$ cat config.mk
export PLATFORM = sky130hd
export DESIGN_NAME = br_seq_ctrl_flat
export DESIGN_NICKNAME = d
export VERILOG_FILES = /design/src/rtl/br_seq_ctrl_if.sv /design/src/rtl/br_seq_ctrl.sv /design/src/flat_wrapper.sv
export SDC_FILE = /design/constraint.sdc
export NUM_CORES = 1
export LEC_CHECK = 0
export ABC_CLOCK_PERIOD_IN_PS = 6400
export BUFFER_PORTS_ARGS = -buffer_cell sky130_fd_sc_hd__buf_4
export CORE_MARGIN = 3
export CORE_UTILIZATION = 55
export CTS_CLUSTER_DIAMETER = 30
export DETAILED_ROUTE_END_ITERATION = 12
export GPL_TIMING_DRIVEN = 0
export PLACE_DENSITY_LB_ADDON = 0.3
export SYNTH_ARGS = -nofsm -noshare
export SYNTH_HDL_FRONTEND = slang
export SYNTH_SLANG_ARGS = --single-unit
export TNS_END_PERCENT = 10
$ cat constraint.sdc
create_clock -name clk_i -period 6.4 [get_ports clk_i]
set_input_delay 0.64 -clock clk_i [delete_from_list [all_inputs] [get_ports clk_i]]
set_output_delay 0.64 -clock clk_i [all_outputs]
set_load 0.02 [all_outputs]
$ cat src/rtl/br_seq_ctrl_if.sv
// Sequencer bus: instruction-memory fetch, execute-stage issue and flag write-back.
// master = sequencer side, slave = memory/execute side.
interface br_seq_ctrl_if #(
    parameter int unsigned AW = 8
) ();
    logic          run;
    logic [AW-1:0] imem_addr;
    logic          imem_req;
    logic          imem_ack;
    logic [15:0]   imem_data;
    logic [15:0]   ir_out;
    logic          ir_valid;
    logic          ir_ready;
    logic          flag_we;
    logic [2:0]    flag_in;
    logic [2:0]    znc_out;
    logic [AW-1:0] pc_out;
    logic          br_taken;
    logic          halted;

    modport master (
        input  run,
        input  imem_ack,
        input  imem_data,
        input  ir_ready,
        input  flag_we,
        input  flag_in,
        output imem_addr,
        output imem_req,
        output ir_out,
        output ir_valid,
        output znc_out,
        output pc_out,
        output br_taken,
        output halted
    );

    modport slave (
        output run,
        output imem_ack,
        output imem_data,
        output ir_ready,
        output flag_we,
        output flag_in,
        input  imem_addr,
        input  imem_req,
        input  ir_out,
        input  ir_valid,
        input  znc_out,
        input  pc_out,
        input  br_taken,
        input  halted
    );
endinterface

$ cat src/rtl/br_seq_ctrl.sv
// Instruction sequencer: owns PC and Z/N/C flags, fetches over req/ack, resolves
// branches locally and issues all other instructions over valid/ready.
module br_seq_ctrl #(
    parameter int unsigned   AW        = 8,
    parameter logic [AW-1:0] RESET_VEC = '0,
    parameter logic [3:0]    BR_OP     = 4'hC,
    parameter logic [3:0]    HALT_OP   = 4'hF
) (
    input logic           clk_i,
    input logic           reset_ni,
    br_seq_ctrl_if.master bus_io
);

    typedef enum logic [2:0] {
        StIdle,
        StFetch,
        StEval,
        StIssue,
        StHalt
    } state_e;

    state_e        state_q, state_d;
    logic [AW-1:0] pc_q, pc_d;
    logic [2:0]    znc_q, znc_d;
    logic [15:0]   ir_q, ir_d;

    logic [2:0]    flags_eff;
    logic [2:0]    br_mode;
    logic          br_cond;
    logic [15:0]   br_off;
    logic [AW-1:0] pc_inc;
    logic [AW-1:0] pc_br;
    logic [3:0]    fetch_op;

    // Flags written this cycle are forwarded into the branch decision.
    assign flags_eff = bus_io.flag_we ? bus_io.flag_in : znc_q;
    assign br_mode   = ir_q[10:8];
    assign fetch_op  = bus_io.imem_data[15:12];

    always_comb begin
        if (ir_q[11]) begin
            br_cond = (|(br_mode & flags_eff)) || (br_mode == 3'b111);
        end else begin
            br_cond = (|(br_mode ^ flags_eff)) || (br_mode == 3'b000);
        end
    end

    // Offset is sign-extended to 16 bits and truncated to AW (AW must lie in 8..16).
    assign br_off = {{8{ir_q[7]}}, ir_q[7:0]};
    assign pc_inc = pc_q + AW'(1);
    assign pc_br  = pc_inc + br_off[AW-1:0];

    always_comb begin
        state_d = state_q;
        pc_d    = pc_q;
        ir_d    = ir_q;
        znc_d   = bus_io.flag_we ? bus_io.flag_in : znc_q;

        unique case (state_q)
            StIdle: begin
                if (bus_io.run) begin
                    state_d = StFetch;
                end
            end
            StFetch: begin
                if (bus_io.imem_ack) begin
                    ir_d = bus_io.imem_data;
                    if (fetch_op == HALT_OP) begin
                        state_d = StHalt;
                    end else if (fetch_op == BR_OP) begin
                        state_d = StEval;
                    end else begin
                        state_d = StIssue;
                    end
                end
            end
            StEval: begin
                pc_d    = br_cond ? pc_br : pc_inc;
                state_d = bus_io.run ? StFetch : StIdle;
            end
            StIssue: begin
                if (bus_io.ir_ready) begin
                    pc_d    = pc_inc;
                    state_d = bus_io.run ? StFetch : StIdle;
                end
            end
            StHalt: begin
                state_d = StHalt;
            end
            default: begin
                state_d = StIdle;
            end
        endcase
    end

    always_ff @(posedge clk_i or negedge reset_ni) begin
        if (!reset_ni) begin
            state_q <= StIdle;
            pc_q    <= RESET_VEC;
            znc_q   <= 3'b000;
            ir_q    <= 16'h0000;
        end else begin
            state_q <= state_d;
            pc_q    <= pc_d;
            znc_q   <= znc_d;
            ir_q    <= ir_d;
        end
    end

    // Outputs decode straight from state so reset clears them without a clock edge.
    assign bus_io.imem_req  = (state_q == StFetch);
    assign bus_io.imem_addr = pc_q;
    assign bus_io.ir_out    = ir_q;
    assign bus_io.ir_valid  = (state_q == StIssue);
    assign bus_io.znc_out   = znc_q;
    assign bus_io.pc_out    = pc_q;
    assign bus_io.br_taken  = (state_q == StEval) && br_cond;
    assign bus_io.halted    = (state_q == StHalt);

    property p_req_held;
        @(posedge clk_i) disable iff (!reset_ni)
            bus_io.imem_req && !bus_io.imem_ack |=> bus_io.imem_req;
    endproperty

    property p_issue_stable;
        @(posedge clk_i) disable iff (!reset_ni)
            bus_io.ir_valid && !bus_io.ir_ready |=> bus_io.ir_valid && $stable(bus_io.ir_out);
    endproperty

    property p_br_pulse;
        @(posedge clk_i) disable iff (!reset_ni) bus_io.br_taken |=> !bus_io.br_taken;
    endproperty

    property p_halt_sticky;
        @(posedge clk_i) disable iff (!reset_ni) bus_io.halted |=> bus_io.halted;
    endproperty

    a_req_held:     assert property (p_req_held);
    a_issue_stable: assert property (p_issue_stable);
    a_br_pulse:     assert property (p_br_pulse);
    a_halt_sticky:  assert property (p_halt_sticky);

endmodule
$ cat src/flat_wrapper.sv
// flat-port wrapper written by rule: the top's interface ports become plain ports
module br_seq_ctrl_flat 
#(
    parameter int unsigned   AW        = 8,
    parameter logic [AW-1:0] RESET_VEC = '0,
    parameter logic [3:0]    BR_OP     = 4'hC,
    parameter logic [3:0]    HALT_OP   = 4'hF
)
  (clk_i, reset_ni, bus_io_run, bus_io_imem_ack, bus_io_imem_data, bus_io_ir_ready, bus_io_flag_we, bus_io_flag_in, bus_io_imem_addr, bus_io_imem_req, bus_io_ir_out, bus_io_ir_valid, bus_io_znc_out, bus_io_pc_out, bus_io_br_taken, bus_io_halted);
  br_seq_ctrl_if #(.AW(AW)) bus_io_i ();
  input logic clk_i;
  input logic reset_ni;
  input wire logic [$bits(bus_io_i.run)-1:0] bus_io_run;
  input wire logic [$bits(bus_io_i.imem_ack)-1:0] bus_io_imem_ack;
  input wire logic [$bits(bus_io_i.imem_data)-1:0] bus_io_imem_data;
  input wire logic [$bits(bus_io_i.ir_ready)-1:0] bus_io_ir_ready;
  input wire logic [$bits(bus_io_i.flag_we)-1:0] bus_io_flag_we;
  input wire logic [$bits(bus_io_i.flag_in)-1:0] bus_io_flag_in;
  output wire logic [$bits(bus_io_i.imem_addr)-1:0] bus_io_imem_addr;
  output wire logic [$bits(bus_io_i.imem_req)-1:0] bus_io_imem_req;
  output wire logic [$bits(bus_io_i.ir_out)-1:0] bus_io_ir_out;
  output wire logic [$bits(bus_io_i.ir_valid)-1:0] bus_io_ir_valid;
  output wire logic [$bits(bus_io_i.znc_out)-1:0] bus_io_znc_out;
  output wire logic [$bits(bus_io_i.pc_out)-1:0] bus_io_pc_out;
  output wire logic [$bits(bus_io_i.br_taken)-1:0] bus_io_br_taken;
  output wire logic [$bits(bus_io_i.halted)-1:0] bus_io_halted;
  assign bus_io_i.run = bus_io_run;
  assign bus_io_i.imem_ack = bus_io_imem_ack;
  assign bus_io_i.imem_data = bus_io_imem_data;
  assign bus_io_i.ir_ready = bus_io_ir_ready;
  assign bus_io_i.flag_we = bus_io_flag_we;
  assign bus_io_i.flag_in = bus_io_flag_in;
  assign bus_io_imem_addr = bus_io_i.imem_addr;
  assign bus_io_imem_req = bus_io_i.imem_req;
  assign bus_io_ir_out = bus_io_i.ir_out;
  assign bus_io_ir_valid = bus_io_i.ir_valid;
  assign bus_io_znc_out = bus_io_i.znc_out;
  assign bus_io_pc_out = bus_io_i.pc_out;
  assign bus_io_br_taken = bus_io_i.br_taken;
  assign bus_io_halted = bus_io_i.halted;
  br_seq_ctrl #(.AW(AW), .RESET_VEC(RESET_VEC), .BR_OP(BR_OP), .HALT_OP(HALT_OP)) u_core (.clk_i(clk_i), .reset_ni(reset_ni), .bus_io(bus_io_i));
endmodule
Yosys cells after proc, flatten, opt, wreduce, memory -nomap -nowiden

Index checks and enable logic that the tools add are counted.

Register bits after elaboration: 30
Input bits: 25
Bits in latches: 0
Logic and storage cells: 41
Memories kept: 0
Memory bits (writable): 0
Bits in read-only memories: 0

Order comparisons: 0
Add/sub/neg operators: 2
Bitwise logic cells: 2
Multipliers: 0
Reduce and logical (&&, ||, !) cells: 11
Shift operators: 0
Eq/ne operators: 10
Multiplexer cells: 12
Div/mod/pow operators: 0

Operator list:

| operator                                             | count |
|---|---|
| two-way mux 8 bit                                    | 2 |
| case mux 8 bit (2 select lines)                      | 1 |
| two-way mux 3 bit                                    | 5 |
| case mux 3 bit (5 select lines)                      | 1 |
| adder 8 x 1 -> 8 bit (second input constant)         | 1 |
| adder 8 bit                                          | 1 |
| equality test 4 bit (second input constant)          | 2 |
| equality test 3 x 2 -> 1 bit (second input constant) | 2 |
| equality test 3 bit (second input constant)          | 2 |
| logical NOT 3 bit                                    | 2 |
| inequality test 2 bit (second input constant)        | 3 |
| OR reduction 3 bit                                   | 2 |
| AND reduction 2 bit                                  | 2 |
| AND 3 bit                                            | 1 |
| equality test 3 x 1 -> 1 bit (second input constant) | 1 |
| two-way mux 1 bit                                    | 3 |
| AND reduction 3 bit                                  | 1 |
| XOR 3 bit                                            | 1 |
| logical OR 1 bit                                     | 2 |
| nonzero test 2 bit                                   | 1 |
| logical AND 1 bit                                    | 1 |

Depth between registers and ports, before layout

Gate-level depths: netlist of run 1.

Depth after elaboration: 7
Depth in mapped cells: 12
Gate-level depth less buffers: 12

Least setup slack after synthesis of run 1

Ideal clock, no wire load.

Path type: reg-to-reg
Start point: register u_core.pc_q[1] (netlist: u_core.bus_io.imem_addr[1])
End point: register u_core.pc_q[7] (netlist: u_core.bus_io.imem_addr[7])
Stages on the path, launching flop included: 11
Setup time: 0.069 ns
Data arrival time: 2.601 ns
Data required time: 6.331 ns
Buffers on the path: 0
Slack: 3.730 ns
Cell sequence: dfrtp_1 > ha_1 > nand3_1 > xnor2_1 > ha_1 > a21oi_2 > nand2_1 > or4_4 > a31oi_2 > mux2_1 > nand3_1

Word-level cells in the longest chain between the ends: 4

Ends and longest elaborated chain:

| item                              | line               | RTL |
|---|---|---|
| from (decl)                       | br_seq_ctrl.sv:23  | `logic [AW-1:0] pc_q, pc_d;` |
| from (signal assigned)            | br_seq_ctrl.sv:104 | `pc_q <= pc_d;` |
| adder 8 x 1 -> 8 bit *            | br_seq_ctrl.sv:50  | `assign pc_inc = pc_q + AW'(1);` |
| adder 8 bit                       | br_seq_ctrl.sv:51  | `assign pc_br = pc_inc + br_off[AW-1:0];` |
| two-way mux 8 bit                 | br_seq_ctrl.sv:78  | `pc_d = br_cond ? pc_br : pc_inc;` |
| case mux 8 bit (2 select lines) * | br_seq_ctrl.sv:59  | `unique case (state_q)` |

Every way passes the cells marked *; elsewhere a longest branch is shown, timed or not. The select of a mux whose other input is x is not followed.
A chain may end at the register's enable or synchronous reset.

Worst setup path after layout of run 1

Start point: input bus_io_flag_we
End point: output bus_io_br_taken

Word-level cells in the longest chain between the ends: 6

Ends and longest elaborated chain:

| item                                         | line                                 | RTL |
|---|---|---|
| from (decl)                                  | flat_wrapper.sv:17                   | `input wire logic [$bits(bus_io_i.flag_we)-1:0] bus_io_flag_we;` |
| two-way mux 3 bit *                          | -                                    |  |
| named net u_core.flags_eff[1]                | br_seq_ctrl.sv:27                    | `logic [2:0] flags_eff;` |
| XOR 3 bit or AND 3 bit (tied branches)       | br_seq_ctrl.sv:44, br_seq_ctrl.sv:42 |  |
| OR reduction 3 bit, on equally long branches | br_seq_ctrl.sv:44, br_seq_ctrl.sv:42 |  |
| logical OR 1 bit, on equally long branches   | br_seq_ctrl.sv:44, br_seq_ctrl.sv:42 |  |
| two-way mux 1 bit *                          | br_seq_ctrl.sv:41                    | `if (ir_q[11]) begin` |
| logical AND 1 bit *                          | br_seq_ctrl.sv:117                   | `assign bus_io.br_taken = (state_q == StEval) && br_cond;` |
| to (decl)                                    | flat_wrapper.sv:25                   | `output wire logic [$bits(bus_io_i.br_taken)-1:0] bus_io_br_taken;` |

The timed path passes the listed nets; every way through them passes the cells marked *.

==> results of run 1 <==
[logic make-up after synthesis]
family | count (synthesis) | share of synthesized area
adder cells (fa/ha/maj) | 13 | 0.0853
buffers and inverters | 19 | 0.0646
AO/OA/AOI/OAI | 40 | 0.126
AND/OR/NAND/NOR | 68 | 0.187
multiplexers | 21 | 0.117
XOR/XNOR | 10 | 0.0439
flip-flops | 30 | 0.376
[worst paths after layout]
path,start,endpoint,slack (ns)
setup / recovery,bus_io_flag_we,bus_io_br_taken,3.46
hold / removal,reset_ni,u_core.bus_io.imem_addr[2]$_DFFE_PN0P_,0.20
setup reg to reg,u_core.bus_io.imem_addr[0]$_DFFE_PN0P_,u_core.bus_io.imem_addr[7]$_DFFE_PN0P_,3.57
hold reg to reg,u_core.bus_io.ir_out[12]$_DFFE_PN0P_,u_core.bus_io.ir_out[12]$_DFFE_PN0P_,0.50
max in group asynchronous,reset_ni,u_core.bus_io.znc_out[2]$_DFF_PN0_,5.91
min in group clk_i,bus_io_ir_ready,u_core.state_q[1]$_DFFE_PN0P_,0.50
[cell type report]
class / count / area, µm² / share of cell area
clock buffer: 6 / 51.3 / 0.0198
multi-input combinational: 152 / 1120 / 0.431
sequential: 30 / 751 / 0.290
clock inverter: 2 / 12.5 / 0.00483
buffer: 13 / 106 / 0.0411
tap: 46 / 57.6 / 0.0222
inverter: 6 / 22.5 / 0.00870
timing repair buffer: 63 / 473 / 0.183
[cells in the final DEF (no fill, tap or decap), types with 2 or more instances in the layout]
master / instances
buf_4: 72
dfrtp_1: 30
nor2_1: 19
a21oi_1: 15
mux2_2: 14
nand2_1: 13
ha_1: 12
nand3_1: 11
o21ai_1: 8
xnor2_1: 7
inv_1: 5
mux2_1: 5
clkbuf_4: 5
o21ai_0: 4
nor3b_1: 3
xor2_1: 3
nand2b_1: 3
buf_6: 3
nor2b_1: 2
and3_1: 2
nor4_1: 2
a21oi_2: 2
nor3_1: 2
and2b_2: 2
mux2i_1: 2
[per-stage QoR]
| stage | hold WS [ns] | area, µm² | util | worst slack [ns] |
|---|---|---|---|---|
| 4_1_cts | 0.214 | 2590 | 0.758 | 3.46 |
| 6_report | 0.197 | 2590 | 0.758 | 3.46 |
| 3_3_place_gp | 0.478 | 2530 | 0.740 | 3.48 |
| 5_1_grt | 0.223 | 2590 | 0.758 | 3.23 |
| 3_5_place_dp | 0.478 | 2530 | 0.740 | 3.47 |
| 2_1_floorplan | 0.344 | 2000 | - | 3.73 |
[synthesized netlist by cell type, drive strengths merged (4+ instances only)]
| cell | number |
|---|---|
| a21oi | 17 |
| buf | 13 |
| dfrtp | 30 |
| ha | 12 |
| inv | 6 |
| mux2 | 19 |
| nand2 | 13 |
| nand2b | 4 |
| nand3 | 11 |
| nor2 | 19 |
| o21ai | 13 |
| xnor2 | 7 |
[report_power, final]
group / switching (W) / internal (W) / leakage, nW / total (W)
Combinational: 0.000566 / 0.000512 / 0.830 / 0.00108
Sequential: 0.000100 / 0.000273 / 0.355 / 0.000373
Clock: 0.0000740 / 0.0000527 / 0.0343 / 0.000127
[per-layer routing]
metal,vias to the layer above,global-route usage
li1,849,-
met1,805,0.262
met2,45,0.358
met3,9,0.0442
met4,0,0.0888
met5,-,0
[flip-flops by register name, indices dropped and copies added, names as in the netlist]
signal	count
u_core.bus_io.imem_addr	8
u_core.bus_io.ir_out	16
u_core.bus_io.znc_out	3
u_core.state_q	3
[worst reg2reg max path: cells and delay by family (launching register included)]
kind	cells	cell delay, ns
fa+ha+maj	2	0.60
compound gates	3	0.60
simple gates	4	0.52
flops	1	0.46
mux	1	0.32
xor+xnor	1	0.17
buf+inv	1	0.10
==> results.txt, run 1 <==
Yosys cell types - 47
vias in the first global route - 1598
clk_lat worst skew - 0.35 ns
placed instance count - 310
ranking of synthesized cells by area - dfrtp_1 38%, mux2_2 7.9%, ha_1 7.5%
setup TNS - 0 ns
number of diodes - 0
H-tree Lvls - 2
site row count - 21
Synth Area per Inst - 9.93 µm²
Levels on crit path - 8
die width - 66.2 µm
Iter 0 DRT Violations - 71
critical setup path kind - in2out
GRT Total Usage - 0.213
CP delay by family, top - simple AND/OR/NAND/NOR gates
slowest CP cell - nor4b_2
fin crit share - 0.460
1st-pass router iterations - 4
Post-Synthesis Net Count - 239
I/O pin count - 64
P&R area growth vs syn - 29.8%
die area - 4390 µm²
Pleak - 1.22 nW
sequential-to-total area share from yosys stat - 0.376
core area - 3420 µm²
nets@finish - 309
Yosys warnings - 0
Clock Pin Slew Worst Setup and Hold Paths - 0.11 ns
commonest register cell after synthesis - dfrtp_1
Async SR Flop Fraction - 1.00
RSZ-0062 raised after global routing - no
wire length of the first global-routing pass - 7010 µm
Clock Skew - 0.0139 ns
Final Hold Violating Endpoints - 0
share of cells above drive strength 1 - 0.408
minimum clock period after layout - 2.94 ns
Die Y - 66.2 µm
WL met2 - 2210 µm
clock sink count - 30
vias post-DR - 1708
routed wire length - 4420 µm
via/cell ratio - 5.37
path type of the worst min-delay path - in2async
Post-DRT Antenna Nets - 0
number of antenna violations at the first check in global routing - 0
CP bufs+invs - 2
CTS root buf - clkbuf_4
final RePlAce weighted congestion - 0.842
CTS Buf Count - 5
EDFF count, synth - 0
Crit Path Max Fanout - 3
slowest stage delay, CP - 0.39 ns
# DRC - 0
fin cells - 318
fmax - 340 MHz
CTS resizes - 0
status - finished clean
max cap viols - 0
IO buf count - 63
Starting Density - 0.584
Syn Std Cell Area - 2000 µm²
worst path arrival time - 2.30 ns
Clock Path Buffers - 2
Final HPWL DP - 3440 µm
Crit. End Element - output port
hold buffers post-CTS - 0
flops & latches, synth - 30
Critical Path RT - 5.76 ns
CTS tree - built
Reg2Reg Depth - 12
worst-margin pin slew - 0.517 ns
VDD IR max - 0.309 mV
Yosys top cell by area - dfrtp_1
cells along the critical path - buf_4, mux2_2, ha_1, nor4b_2, a21oi_2, nor2_1, nor3_1, buf_4
area share of the largest cell type after synthesis - 0.376
highest routed layer - met4
startpoint types - primary input
Filler cells - 261
Setup Buffers After CTS - 0
per-cell routed wire length - 13.9 µm
met3 WL - 230 µm
largest net degree at the start of global routing - 31
Tot Pwr - 0.00158 W
Setup Viol. Count Final - 0
Max Transition Viols Final - 0
synthesized instance count - 201
GRT overflow - 0
slew margin rel. - 0.653
CP dominant cell by count - buf_4
power density cells - 609 nW/µm²
metal1 wirelength - 1890 µm
Note: power is estimated with default switching activity, not from simulation.
==> run 2: changes to the inputs <==
ABC_CLOCK_PERIOD_IN_PS = 2400   (was 6400)
CORE_UTILIZATION = 46   (was 55)
clock period = 2.4 ns   (was 6.4 ns; I/O delays follow)
==> run 2 against run 1 <==
Compared with the run above: total power grew to 3.3 times the previous value; critical path type is now reg2reg; sequential cell count stayed put; the flow now finishes with violations (negative setup slack); highest routed layer unchanged; cell count increased by 6.3%; largest cell class unchanged.
==> results.txt, run 2 (synthesized netlist as in run 1, its figures left out) <==
clock sink count - 30 (unchanged)
core area - 4090 µm² (was 3420 µm²)
Final Hold Violating Endpoints - 0 (unchanged)
pre-CTS setup slack - -0.181 ns (was 3.47 ns)
vias post-DR - 1854 (was 1708)
Final HPWL DP - 3630 µm (was 3440 µm)
clk_lat worst skew - 0.28 ns (was 0.35 ns)
CTS root buf - clkbuf_8 (was clkbuf_4)
Hold Slack - 0.184 ns (was 0.197 ns)
number of antenna violations at the first check in global routing - 0 (unchanged)
Crit. End Element - flop (was output port)
Pleak - 1.34 nW (was 1.22 nW)
fmax - 397 MHz
1st-pass router iterations - 4 (unchanged)
per-cell routed wire length - 16.6 µm (was 13.9 µm)
Max Transition Viols Final - 0 (unchanged)
critical setup path kind - reg2reg (was in2out)
failing checks - negative setup slack
minimum clock period after layout - 2.52 ns
Clock Pin Slew Worst Setup and Hold Paths - 0.07 ns (was 0.11 ns)
largest net degree at the start of global routing - 31 (unchanged)
worst path arrival time - 2.74 ns (was 2.30 ns)
die area - 5160 µm² (was 4390 µm²)
commonest non-fill, non-tap cell in the layout - buf_4 (unchanged)
RSZ-0062 raised after global routing - yes (was no)
wire length of the first global-routing pass - 8800 µm (was 7010 µm)
Post-DRT Antenna Nets - 0 (unchanged)
Clock Path Buffers - 2 (unchanged)
path type of the worst min-delay path - in2reg (was in2async)
I/O pin count - 64 (unchanged)
Setup Viol. Count Final - 1 (was 0)
post-route setup slack - -0.116 ns (was 3.46 ns)
number of diodes - 0 (unchanged)
Crit Path Max Fanout - 5 (was 3)
Die Y - 71.9 µm (was 66.2 µm)
routed wire length - 5630 µm (was 4420 µm)
vias in the first global route - 1816 (was 1598)
H-tree Lvls - 2 (unchanged)
worst-margin pin slew - 0.569 ns (was 0.517 ns)
P&R area growth vs syn - 50.5% (was 29.8%)
Clock Skew - 0.00750 ns (was 0.0139 ns)
CTS Buf Count - 5 (unchanged)
die width - 71.9 µm (was 66.2 µm)
final RePlAce weighted congestion - 0.818 (was 0.842)
status - finished, violations left (was finished clean)
nets@finish - 325 (was 309)
power density cells - 1720 nW/µm² (was 609 nW/µm²)
VDD IR max - 0.912 mV (was 0.309 mV)
site row count - 23 (was 21)
share of cells above drive strength 1 - 0.556 (was 0.408)
startpoint types - flop (was primary input)
fin crit share - 1.05
GRT Total Usage - 0.218 (was 0.213)
IO buf count - 63 (unchanged)
Critical Path RT - 2.62 ns (was 5.76 ns)
max cap viols - 0 (unchanged)
Iter 0 DRT Violations - 62 (was 71)
post-layout util - 0.735 (was 0.758)
GRT overflow - 0 (unchanged)
via/cell ratio - 5.49 (was 5.37)
# DRC - 0 (unchanged)
Starting Density - 0.488 (was 0.584)
CTS tree - built (unchanged)
slew margin rel. - 0.618 (was 0.653)
most frequent cells in the layout - 86 x buf_4, 24 x dfrtp_1, 17 x nor2_1, 15 x a21oi_1, 14 x mux2_2 (was 72 x buf_4, 30 x dfrtp_1, 19 x nor2_1, 15 x a21oi_1, 14 x mux2_2)
Largest register FFs - 16 (unchanged)
run 2: critical path: stages (launching register included):
cell,delay [ns]
dfrtp_2,0.44
ha_4,0.17
nand3_4,0.11
nor2_4,0.13
xnor2_2,0.13
inv_2,0.08
ha_4,0.29
o21ai_4,0.07
nor3b_4,0.15
a311oi_2,0.24
buf_4,0.18
a31oi_4,0.08
mux2_4,0.32
nand3_2,0.06
run 2: final cells by class:
cell class / instances / area [µm²]
plain buffers: 13 / 106
clock buffers: 7 / 86.3
clock inverters: 1 / 5.00
fillers: 300 / 1080
inverters: 6 / 22.5
multi-input cells: 152 / 1360
flip-flops and latches: 30 / 758
well taps: 50 / 62.6
repair buffers: 79 / 599
run 2: worst paths after layout:
check / startpoint / end / slack, ns / cells after the start
worst max-delay path: u_core.bus_io.imem_addr[0]$_DFFE_PN0P_ / u_core.bus_io.imem_addr[7]$_DFFE_PN0P_ / -0.12 / 13
worst min-delay path: bus_io_imem_data[7] / u_core.bus_io.ir_out[7]$_DFFE_PN0P_ / 0.18 / 3
worst max register to register: u_core.bus_io.imem_addr[0]$_DFFE_PN0P_ / u_core.bus_io.imem_addr[7]$_DFFE_PN0P_ / -0.12 / 13
worst min register to register: u_core.bus_io.ir_out[13]$_DFFE_PN0P_ / u_core.bus_io.ir_out[13]$_DFFE_PN0P_ / 0.49 / 1
max in group asynchronous: reset_ni / u_core.bus_io.imem_addr[0]$_DFFE_PN0P_ / 1.64 / 2
min in group asynchronous: reset_ni / u_core.bus_io.znc_out[1]$_DFF_PN0_ / 0.43 / 2
run 2: timing repair:
action / 4_1_cts / 5_1_grt
hold endpoints to repair: 30 / 0
pin swaps: 14 / 14
setup buffers: 11 / 4
hold buffers: 1 / 0
endpoints found under the setup margin: 2 / 5
gates resized for setup: 24 / 14
run 2: power breakdown:
group	total [W]	internal [W]	switching, W
Combinational	0.00366	0.00183	0.00183
Clock	0.000424	0.000231	0.000193
Sequential	0.00109	0.000739	0.000349
Total	0.00517	0.00280	0.00237
run 2: per-layer routing:
layer	track usage	vias to the layer above	routed length, µm
li1	-	880	-
met1	0.288	897	2300
met2	0.356	66	2920
met3	0.0393	11	297
met4	0.0835	0	110
met5	0	-	0
run 2: metrics by stage:
step | instance area, µm² | power (W) | setup TNS [ns] | std cells
floorplan | 2040 | 0.00310 | -0.0788 | 201
global placement | 2580 | 0.00389 | -0.159 | 314
detailed placement | 2580 | 0.00397 | -0.181 | 314
CTS | 2900 | 0.00480 | -0.0424 | 334
global route | 3000 | 0.00551 | -0.200 | 338
finish | 3000 | 0.00517 | -0.116 | 338
==> run 3: changes to the inputs <==
SKIP_CTS_REPAIR_TIMING = 1   (was default)
==> run 3 against run 2 <==
Compared with the run above: the run still ends with negative setup slack left; worst hold slack worse by 0.0072 ns; non-clock buffer count down 7; clock-buffer cell count unchanged; final area down 4.9%; global-route usage down 2.4 points; register-to-register slack improved by 0.03 ns; critical path type unchanged; highest routed layer unchanged.
==> results.txt, run 3 (synthesized netlist as in run 1, its figures left out) <==
fin area - 2860 µm² (was 3000 µm²)
Reg2Reg Depth - 12 (was 13)
path type of the worst min-delay path - in2reg (unchanged)
VDD IR max - 0.821 mV (was 0.912 mV)
CTS root buf - clkbuf_8 (unchanged)
worst path arrival time - 2.71 ns (was 2.74 ns)
CTS tree - built (unchanged)
largest net degree at the start of global routing - 31 (unchanged)
per-cell routed wire length - 15.5 µm (was 16.6 µm)
Clock Path Buffers - 2 (unchanged)
Tot Pwr - 0.00478 W (was 0.00517 W)
vias post-DR - 1772 (was 1854)
commonest non-fill, non-tap cell in the layout - buf_4 (unchanged)
Placed Area - 2580 µm² (unchanged)
Hold Path End - u_core.bus_io.ir_out[7]$_DFFE_PN0P_ (unchanged)
IO buf count - 63 (unchanged)
clk_lat worst skew - 0.29 ns (was 0.28 ns)
share of cells above drive strength 1 - 0.505 (was 0.556)
number of antenna violations at the first check in global routing - 0 (unchanged)
Die Y - 71.9 µm (unchanged)
final RePlAce weighted congestion - 0.818 (unchanged)
Crit. End Element - flop (unchanged)
Filler cells - 322 (was 300)
vias in the first global route - 1680 (was 1816)
GRT overflow - 0 (unchanged)
FF/Latch Area - 757 µm² (was 758 µm²)
reg-to-reg critical path endpoint - u_core.bus_io.imem_addr[7]$_DFFE_PN0P_ (unchanged)
R2R setup slack - -0.09 ns (was -0.12 ns)
minimum clock period after layout - 2.49 ns (was 2.52 ns)
number of diodes - 0 (unchanged)
P&R area growth vs syn - 43.2% (was 50.5%)
Largest register FFs - 16 (unchanged)
Max Transition Viols Final - 0 (unchanged)
fin crit share - 1.04 (was 1.05)
slew margin rel. - 0.611 (was 0.618)
Min-Delay Path Depth - 3 (unchanged)
site row count - 23 (unchanged)
Post-DRT Antenna Nets - 0 (unchanged)
nets@finish - 318 (was 325)
die area - 5160 µm² (unchanged)
GRT Total Usage - 0.194 (was 0.218)
wire length of the first global-routing pass - 7880 µm (was 8800 µm)
Pleak - 1.30 nW (was 1.34 nW)
via/cell ratio - 5.35 (was 5.49)
FF-to-FF Start - u_core.bus_io.imem_addr[1]$_DFFE_PN0P_ (was u_core.bus_io.imem_addr[0]$_DFFE_PN0P_)
CTS Buf Count - 5 (unchanged)
area of the multi-input gates - 1270 µm² (was 1360 µm²)
power density cells - 1670 nW/µm² (was 1720 nW/µm²)
Final HPWL DP - 3630 µm (unchanged)
Crit Path Max Fanout - 5 (unchanged)
failing checks - negative setup slack (unchanged)
Clock Pin Slew Worst Setup and Hold Paths - 0.07 ns (about the same)
Critical Path RT - 2.63 ns (was 2.62 ns)
H-tree Lvls - 2 (unchanged)
1st-pass router iterations - 4 (unchanged)
# DRC - 0 (unchanged)
Clock Skew - 0.00590 ns (was 0.00750 ns)
status - finished, violations left (unchanged)
clock sink count - 30 (unchanged)
I/O pin count - 64 (unchanged)
routed wire length - 5140 µm (was 5630 µm)
post-route setup slack - -0.0874 ns (was -0.116 ns)
core area - 4090 µm² (unchanged)
most frequent cells in the layout - 80 x buf_4, 25 x dfrtp_1, 18 x nor2_1, 15 x a21oi_1, 14 x mux2_2 (was 86 x buf_4, 24 x dfrtp_1, 17 x nor2_1, 15 x a21oi_1, 14 x mux2_2)
critical setup path kind - reg2reg (unchanged)
HP Start - bus_io_imem_data[7] (unchanged)
die width - 71.9 µm (unchanged)
Iter 0 DRT Violations - 82 (was 62)
worst-margin pin slew - 0.580 ns (was 0.569 ns)
Starting Density - 0.488 (unchanged)
max cap viols - 0 (unchanged)
startpoint types - flop (unchanged)
fmax - 402 MHz (was 397 MHz)
Final Hold Violating Endpoints - 0 (unchanged)
Setup Viol. Count Final - 1 (unchanged)
RSZ-0062 raised after global routing - yes (unchanged)
==> run 3: cell type report <==
cell class,count,area share
multi-input cells,152,0.446
flip-flops and latches,30,0.265
repair buffers,72,0.190
plain buffers,13,0.0372
clock buffers,7,0.0302
well taps,50,0.0219
inverters,6,0.00788
clock inverters,1,0.00175
==> run 3: report_power, final <==
group	switching, W	internal (W)	total, W	leakage, nW
clock network	0.000195	0.000231	0.000426	0.0482
registers	0.000330	0.000737	0.00107	0.349
logic	0.00167	0.00162	0.00328	0.900
total	0.00219	0.00258	0.00478	1.30
==> run 3: through the flow <==
step / instances / setup TNS, ns / hold slack (ns) / worst slack [ns] / utilization
6_report: 331 / -0.0874 / 0.177 / -0.0874 / 0.699
5_1_grt: 331 / -0.374 / 0.181 / -0.202 / 0.699
4_1_cts: 322 / -0.249 / -0.109 / -0.200 / 0.654
3_5_place_dp: 314 / -0.181 / 0.200 / -0.181 / 0.631
3_3_place_gp: 314 / -0.159 / 0.199 / -0.159 / 0.631
2_1_floorplan: 201 / -0.0788 / -0.0556 / -0.0788 / -
==> run 3: worst max-delay path by stage <==
stage | start | endpoint | slack [ns] | cells after the start
6_report | u_core.bus_io.imem_addr[1]$_DFFE_PN0P_ | u_core.bus_io.imem_addr[7]$_DFFE_PN0P_ | -0.09 | 12
5_1_grt | u_core.bus_io.imem_addr[0]$_DFFE_PN0P_ | u_core.bus_io.imem_addr[7]$_DFFE_PN0P_ | -0.20 | 12
2_1_floorplan | u_core.bus_io.imem_addr[1]$_DFFE_PN0P_ | u_core.bus_io.imem_addr[7]$_DFFE_PN0P_ | -0.08 | 10
3_5_place_dp | u_core.bus_io.imem_addr[1]$_DFFE_PN0P_ | u_core.bus_io.imem_addr[7]$_DFFE_PN0P_ | -0.18 | 12
4_1_cts | u_core.bus_io.imem_addr[1]$_DFFE_PN0P_ | u_core.bus_io.imem_addr[7]$_DFFE_PN0P_ | -0.20 | 12
3_3_place_gp | u_core.bus_io.imem_addr[0]$_DFFE_PN0P_ | u_core.bus_io.imem_addr[7]$_DFFE_PN0P_ | -0.16 | 12
==> run 3: worst max-delay path: stages, from the launching register on <==
cell and delay, ns:
dfrtp_2 0.44, ha_4 0.17, nand3_4 0.11, nor2_4 0.13, xnor2_2 0.14, inv_2 0.08, ha_4 0.29, o21ai_2 0.07
nor3b_2 0.16, a311oi_2 0.32, a31oi_2 0.13, mux2_1 0.32, nand3_1 0.06
==> run 3: per-layer routing <==
| metal | vias to the layer above | GRT usage | routed length, µm |
|---|---|---|---|
| li1 | 866 | - | - |
| met1 | 856 | 0.259 | 2180 |
| met2 | 42 | 0.313 | 2610 |
| met3 | 8 | 0.0435 | 242 |
| met4 | 0 | 0.0626 | 99 |
| met5 | - | 0 | 0 |
